`src/rtl/exec_pkg.sv`:
```
// rtl/exec_pkg.sv - shared constants and types for the execute stage
package exec_pkg;

  localparam logic [5:0] FN_MFHI  = 6'h10;
  localparam logic [5:0] FN_MFLO  = 6'h12;
  localparam logic [5:0] FN_MULT  = 6'h18;
  localparam logic [5:0] FN_MULTU = 6'h19;
  localparam logic [5:0] FN_DIV   = 6'h1A;
  localparam logic [5:0] FN_DIVU  = 6'h1B;

  localparam logic [1:0] FWD_REG = 2'd0;
  localparam logic [1:0] FWD_MEM = 2'd1;
  localparam logic [1:0] FWD_WB  = 2'd2;

  typedef enum logic [1:0] {IDLE, RUN, DONE} md_state_t;

  // mult/multu/div/divu occupy 0x18..0x1B, so the low two bits select the op
  function automatic logic is_md(input logic [5:0] fn);
    return fn[5:2] == FN_MULT[5:2];
  endfunction

endpackage

```
`src/rtl/alu.sv`:
```
// rtl/alu.sv - single-cycle integer ALU
// Register-register MIPS ALU; unknown functions produce zero.
module alu #(
  parameter int W      = 32,
  parameter int FUNC_W = 6
) (
  input  logic [FUNC_W-1:0] func,
  input  logic [W-1:0]      a,
  input  logic [W-1:0]      b,
  output logic [W-1:0]      y
);

  localparam int SH = $clog2(W);

  always_comb begin
    y = '0;
    case (func)
      FUNC_W'(6'h20), FUNC_W'(6'h21): y = a + b;
      FUNC_W'(6'h22), FUNC_W'(6'h23): y = a - b;
      FUNC_W'(6'h24): y = a & b;
      FUNC_W'(6'h25): y = a | b;
      FUNC_W'(6'h26): y = a ^ b;
      FUNC_W'(6'h27): y = ~(a | b);
      FUNC_W'(6'h2A): y = W'($signed(a) < $signed(b));
      FUNC_W'(6'h2B): y = W'(a < b);
      FUNC_W'(6'h04): y = b << a[SH-1:0];
      FUNC_W'(6'h06): y = b >> a[SH-1:0];
      FUNC_W'(6'h07): y = $unsigned($signed(b) >>> a[SH-1:0]);
      default:        y = '0;
    endcase
  end

endmodule

```
`src/rtl/muldiv_unit.sv`:
```
// rtl/muldiv_unit.sv - iterative multiply/divide with HI/LO registers
// Shift-add multiply and restoring divide on magnitudes, one bit per cycle.
module muldiv_unit
  import exec_pkg::*;
#(
  parameter int W = 32
) (
  input  logic         clk,
  input  logic         reset,
  input  logic         start,
  input  logic         flush,
  input  logic         stall,
  input  logic [1:0]   op,
  input  logic [W-1:0] a,
  input  logic [W-1:0] b,
  output logic         busy,
  output logic         done,
  output logic [W-1:0] hi,
  output logic [W-1:0] lo
);

  localparam int CW = $clog2(W) + 1;

  md_state_t      state;
  logic [W-1:0]   acc, q, m;
  logic [CW-1:0]  count;
  logic           is_div, neg_q, neg_r, div_zero;
  logic           a_neg, b_neg;
  logic [W-1:0]   a_mag, b_mag, nxt_acc, nxt_q, quot, rem;
  logic [W:0]     mul_sum, div_sh, div_diff;
  logic [2*W-1:0] prod;

  always_comb begin
    a_neg    = ~op[0] & a[W-1];
    b_neg    = ~op[0] & b[W-1];
    a_mag    = a_neg ? -a : a;
    b_mag    = b_neg ? -b : b;
    mul_sum  = {1'b0, acc} + (q[0] ? {1'b0, m} : '0);
    div_sh   = {acc, q[W-1]};
    div_diff = div_sh - {1'b0, m};
    if (is_div) begin
      nxt_acc = div_diff[W] ? div_sh[W-1:0] : div_diff[W-1:0];
      nxt_q   = {q[W-2:0], ~div_diff[W]};
    end else begin
      nxt_acc = mul_sum[W:1];
      nxt_q   = {mul_sum[0], q[W-1:1]};
    end
    prod = neg_q ? -{nxt_acc, nxt_q} : {nxt_acc, nxt_q};
    quot = div_zero ? '1 : (neg_q ? -nxt_q : nxt_q);
    rem  = neg_r ? -nxt_acc : nxt_acc;
  end

  assign busy = ((state == IDLE) & start) | (state == RUN);
  assign done = (state == DONE);

  always_ff @(posedge clk or negedge reset) begin
    if (!reset) begin
      state    <= IDLE;
      acc      <= '0;
      q        <= '0;
      m        <= '0;
      count    <= '0;
      is_div   <= 1'b0;
      neg_q    <= 1'b0;
      neg_r    <= 1'b0;
      div_zero <= 1'b0;
      hi       <= '0;
      lo       <= '0;
    end else begin
      case (state)
        IDLE: if (start) begin
          state    <= RUN;
          count    <= CW'(W);
          acc      <= '0;
          q        <= a_mag;
          m        <= b_mag;
          is_div   <= op[1];
          neg_q    <= a_neg ^ b_neg;
          neg_r    <= a_neg;
          div_zero <= (b == '0);
        end
        RUN: if (flush) begin
          state <= IDLE;
        end else begin
          acc   <= nxt_acc;
          q     <= nxt_q;
          count <= count - CW'(1);
          // last iteration: commit the sign-corrected result straight from the step logic
          if (count == CW'(1)) begin
            state <= DONE;
            if (is_div) begin
              hi <= rem;
              lo <= quot;
            end else begin
              {hi, lo} <= prod;
            end
          end
        end
        DONE: if (!stall || flush) state <= IDLE;
        default: state <= IDLE;
      endcase
    end
  end

endmodule

```
`src/rtl/execute_stage_md.sv`:
```
// rtl/execute_stage_md.sv - execute stage with forwarding, ALU and multiply/divide
// Holds the E register while stalled or while a multiply/divide is running.
module execute_stage_md
  import exec_pkg::*;
#(
  parameter int W      = 32,
  parameter int CTRL_W = 13,
  parameter int FUNC_W = 6,
  parameter int PASS_W = 7
) (
  input  logic              clk,
  input  logic              reset,
  input  logic              stall_in,
  input  logic              flush_in,
  input  logic              valid_in,
  input  logic [CTRL_W-1:0] bundle_in,
  input  logic [W-1:0]      pc_seq_in,
  input  logic [W-1:0]      a_in,
  input  logic [W-1:0]      b_in,
  input  logic [1:0]        fwd_sel_a,
  input  logic [1:0]        fwd_sel_b,
  input  logic [W-1:0]      fwd_mem_in,
  input  logic [W-1:0]      fwd_wb_in,
  output logic              valid_out,
  output logic [PASS_W-1:0] bundle_out,
  output logic [W-1:0]      pc_seq_out,
  output logic [W-1:0]      alu_out,
  output logic              busy_out
);

  logic              valid_e, hold, md_op, md_req, busy, done;
  logic [CTRL_W-1:0] bundle_e;
  logic [W-1:0]      pc_e, a_e, b_e, op_a, op_b, alu_y, hi, lo;
  logic [FUNC_W-1:0] func;

  assign func   = bundle_e[CTRL_W-1 -: FUNC_W];
  assign md_op  = is_md(6'(func));
  assign md_req = valid_e & md_op & ~flush_in;
  assign hold   = stall_in | busy;

  always_comb begin
    case (fwd_sel_a)
      FWD_MEM: op_a = fwd_mem_in;
      FWD_WB:  op_a = fwd_wb_in;
      default: op_a = a_e;
    endcase
    case (fwd_sel_b)
      FWD_MEM: op_b = fwd_mem_in;
      FWD_WB:  op_b = fwd_wb_in;
      default: op_b = b_e;
    endcase
  end

  always_ff @(posedge clk or negedge reset) begin
    if (!reset) begin
      valid_e  <= 1'b0;
      bundle_e <= '0;
      pc_e     <= '0;
      a_e      <= '0;
      b_e      <= '0;
    end else begin
      if (flush_in)   valid_e <= 1'b0;
      else if (!hold) valid_e <= valid_in;
      if (!hold) begin
        bundle_e <= bundle_in;
        pc_e     <= pc_seq_in;
        a_e      <= a_in;
        b_e      <= b_in;
      end
    end
  end

  alu #(.W(W), .FUNC_W(FUNC_W)) u_alu (
    .func (func),
    .a    (op_a),
    .b    (op_b),
    .y    (alu_y)
  );

  muldiv_unit #(.W(W)) u_muldiv (
    .clk   (clk),
    .reset (reset),
    .start (md_req),
    .flush (flush_in),
    .stall (stall_in),
    .op    (func[1:0]),
    .a     (op_a),
    .b     (op_b),
    .busy  (busy),
    .done  (done),
    .hi    (hi),
    .lo    (lo)
  );

  always_comb begin
    alu_out = alu_y;
    if (func == FUNC_W'(FN_MFHI))      alu_out = hi;
    else if (func == FUNC_W'(FN_MFLO)) alu_out = lo;
    else if (md_op)                    alu_out = '0;
  end

  assign busy_out   = busy;
  assign valid_out  = valid_e & (done | ~busy);
  assign bundle_out = bundle_e[PASS_W-1:0];
  assign pc_seq_out = pc_e;

endmodule

```
`config.mk`:
```
export PLATFORM = sky130hd
export DESIGN_NAME = execute_stage_md
export DESIGN_NICKNAME = d
export VERILOG_FILES = /design/src/rtl/exec_pkg.sv /design/src/rtl/alu.sv /design/src/rtl/muldiv_unit.sv /design/src/rtl/execute_stage_md.sv
export SDC_FILE = /design/constraint.sdc
export NUM_CORES = 1
export LEC_CHECK = 0
export CORE_MARGIN = 10
export CORE_UTILIZATION = 43
export DETAILED_ROUTE_END_ITERATION = 8
export GPL_ROUTABILITY_DRIVEN = 0
export PLACE_DENSITY = 0.7
export SLEW_MARGIN = 20
export SYNTH_ARGS = -nofsm -noshare
export SYNTH_HDL_FRONTEND = slang
export SYNTH_HIERARCHICAL = 1
export SYNTH_SLANG_ARGS = --single-unit
```
`constraint.sdc`:
```
create_clock -name clk -period 6.32 [get_ports clk]
set_input_delay 0.948 -clock clk [delete_from_list [all_inputs] [get_ports clk]]
set_output_delay 0.948 -clock clk [all_outputs]
set_load 0.1 [all_outputs]
```
==> flow_summary_export.csv <==
group,metric,value,unit
run_status,status,"finished, violations left",
run_status,violations,"design-rule violations",
pwr,power_frac_clock,15.3,%
global_routing,first_global_vias,29700,
synthesis,synthArstFlopShare,100,%
pwr,comb_power_share,66.8,%
pwr,power_density,366,nW/um^2
sta,drv_slew,0,
synthesis,syn_avg_cell_area,7.86,sq um
cells_and_area,regArea,7070,sq um
synthesis,yosysUniqueCellTypes,98,
global_routing,grt_pass1_wl,183000,microns
synthesis,synth_nets,4084,
routing,dr.pass1.iters,9,
synthesis,yosysWarnings,6,
critical_path,required,5.37,ns
clock_tree,clk_latency,0.57,ns
critical_path,critPathLaunchType,"primary input",
sta,fmax,0.159,GHz
sta,rsz0062_at_grt,"yes",
sta,final-hold-violation-count,0,
pwr,leakagePower,0.0161,uW
synthesis,ys_seq_area_share,24.1,%
critical_path,crit_path_top_delay_cell,"ha_1",
synthesis,synth-edff-count,0,
routing,drtAntennaViolNets,0,
critical_path,worst-path-stages,25,
critical_path,critPathMostFrequentCell,"buf_4",
clock_tree,cts.clk_slew.worst_paths,0.06,ns
synthesis,synth_top_flop_cell,"dfrtp_1",
critical_path,cp-endpoint,"alu_out[31]",
clock_tree,cts_max_path_buffers,3,
clock_tree,cts_inserted_buffers,36,
synthesis,netlist.area_leader.share,24.1,%
sta,tightest_slew,1.15,ns
synthesis,synth_commonest_cells,"nand2_1 (443), o21ai_0 (402), nor2_1 (297)",
pwr,switchingPower,6890,uW
floorplan,die_area,78900,sq um
critical_path,rr_worst_depth,16,
floorplan,core_area,67400,sq um
synthesis,syn_inst,3726,
floorplan,die_y,281,microns
critical_path,crit_path_start,"fwd_sel_b[1]",
sta,setup_viol_count_final,0,
critical_path,crit_fanout,6,
floorplan,die_w,281,microns
cells_and_area,synthToLayoutAreaGrowth,27.6,%
synthesis,syn_area,29300,sq um
global_routing,gr-total-overflow,0,
cells_and_area,final_net_count,4526,
sta,hold_slack,0.478,ns
global_routing,gr-usage-all-layers,29.9,%
place,place_area,35500,sq um
place,numPortBuffers,254,
routing,via_per_inst,6.30,
sta,timing.setup.tns,0,ns
cells_and_area,final_area,37400,sq um
critical_path,end_kind,"primary output",
place,dp_cells,4982,
critical_path,rrSetupSlack,0.77,ns
sta,skew,0.0266,ns
cells_and_area,multi_input_area,21200,sq um
clock_tree,htreeDepth,2,
floorplan,start_util,43.4,%
job,cap_viol_max_count,0,
pwr,peakVddDrop,0.229,mV
synthesis,ys_ff_latch,282,
pwr,seqPwrFrac,17.9,%
synthesis,synth_area_leaders,"dfrtp_1 (24%), ha_1 (7.3%), o21ai_0 (6.9%)",
routing,wirelength,123000,microns
cells_and_area,drive_gt1_share,19.4,%
critical_path,arrival,5.35,ns
place,dp_hpwl,94800,microns
critical_path,critical_path.reg2reg.startpoint,"u_muldiv/q[0]$_DFFE_PN0P_",
routing,first_iter_violations,4379,
hold_path,hold_path_class,"in -> async",
pwr,p_int,6800,uW
pwr,p_sw_share,50.3,%
sta,period_share,99.7,%
routing,wl_per_cell,24.3,microns
critical_path,reg2reg_to,"u_muldiv/hi[24]$_DFFE_PN0P_",
critical_path,critPathKind,"in -> out",
sta,slew_headroom,22.3,%
global_routing,antenna_found_initial,3,
global_routing,grt_max_degree,129,
routing,drc,1,
floorplan,rows,95,
cells_and_area,nFillCells,6163,
critical_path,cp_top_family,"compound AO/OA/AOI/OAI gates",
clock_tree,root_buffer,"clkbuf_16",
synthesis,yosys.area.top_type,"dfrtp_1",
synthesis,yosysMostFrequentCell,"nand2_1",
critical_path,max_stage_delay,0.36,ns
clock_tree,cts_tree,"built",
cells_and_area,instances_no_fill,5068,
clock_tree,cts.sinks,282,
routing,via_count,31900,
critical_path,worst-path-buf-inv,9,
floorplan,ioPinCount,255,
sta,period_needed,6.30,ns
-- power by group through the flow --
stage,sequential (uW),clock (uW),combinational (uW)
floorplan,2460,0,5470
finish,2450,2100,9130
global route,2480,2210,9670
CTS,2430,2140,8710
detailed placement,2460,0,8570
global placement,2450,0,8490
-- what timing repair did --
item | 4_1_cts | 5_1_grt
endpoints found under the setup margin | 27 | 27
pin swaps | 28 | 28
cloned | 1 | 1
hold buffers | 0 | 0
resized for setup | 67 | 80
buffers inserted | 14 | 5
-- cells by family after synthesis --
| logic type | Yosys count | synth area share, % |
|---|---|---|
| DFF | 282 | 24.1 |
| adders and majority gates | 176 | 7.62 |
| and+or+nand+nor | 1108 | 17.3 |
| AOI/OAI and AO/OA | 1170 | 25.0 |
| xor gates and xnor gates | 221 | 6.61 |
| muxes | 332 | 13.0 |
| buffers and inverters | 437 | 6.35 |
-- final cells by class --
cell class                      count  share of cell area, %
Multi-Input combinational cell   3007                   56.8
Sequential cell                   282                   18.9
Timing Repair Buffer              658                   16.3
Tap cell                          873                   2.92
Clock buffer                       48                   2.67
Inverter                          183                   1.85
Clock inverter                     15                  0.509
Antenna cell                        2                 0.0134
-- cell usage in the layout (no fill, tap or decap), types with 17 or more instances in the layout --
master and instances:
buf_4 385, mux2i_1 154, ha_1 158, dfrtp_1 279, a22oi_1 76, nand3_1 55, nor2_1 291, nor2b_1 23
xor2_1 73, mux4_2 27, or3_1 21, mux2i_4 17, nor3_1 67, o22ai_1 18, mux2_2 122, inv_1 175
clkbuf_16 37, a21oi_1 270, o211ai_1 46, a31oi_1 29, a21o_1 29, o21ai_1 39, and2_1 51, nand4_1 23
o221ai_1 33, nor4_1 22, clkdlybuf4s50_1 216, buf_12 43, o31ai_1 27, o21ai_0 357, nand2b_1 22, xnor2_1 148
nand2_1 432, a211oi_1 29
-- metrics by stage --
| stage | util, % | setup slack [ns] | power (uW) |
|---|---|---|---|
| 3_5_place_dp | 52.6 | -0.583 | 11000 |
| 5_1_grt | 55.4 | -0.158 | 14400 |
| 4_1_cts | 54.9 | 0.0138 | 13300 |
| 2_1_floorplan | - | -0.0117 | 7920 |
| 3_3_place_gp | 52.6 | -0.609 | 10900 |
| 6_report | 55.4 | 0.0195 | 13700 |
-- worst min-delay path by stage --
stage	slack (ns)	from	end
global route	0.50	u_muldiv/hi[20]$_DFFE_PN0P_	u_muldiv/hi[20]$_DFFE_PN0P_
global placement	0.46	u_muldiv/hi[21]$_DFFE_PN0P_	u_muldiv/hi[21]$_DFFE_PN0P_
detailed placement	0.47	u_muldiv/hi[21]$_DFFE_PN0P_	u_muldiv/hi[21]$_DFFE_PN0P_
finish	0.48	reset	u_muldiv/q[13]$_DFFE_PN0P_
floorplan	0.45	u_muldiv/hi[0]$_DFFE_PN0P_	u_muldiv/hi[0]$_DFFE_PN0P_
CTS	0.48	u_muldiv/hi[21]$_DFFE_PN0P_	u_muldiv/hi[21]$_DFFE_PN0P_
-- state kept, by name, indices dropped and copies added (netlist names) --
signal	count
a_e	32
b_e	32
bundle_e	13
pc_seq_out	32
u_muldiv/acc	32
u_muldiv/count	6
u_muldiv/div_zero	1
u_muldiv/hi	32
u_muldiv/is_div	1
u_muldiv/lo	32
u_muldiv/m	32
u_muldiv/neg_q	1
u_muldiv/neg_r	1
u_muldiv/q	32
u_muldiv/state	2
valid_e	1
-- layer usage --
layer	wire length (microns)	part of all wire, %	track usage (%)
met2	53500	43	46.3
met5	11	0.0089	0
met3	14100	11	7.21
met4	8830	7.2	18.0
met1	46800	38	37.2
No activity file was read; power rests on OpenSTA's default activity.
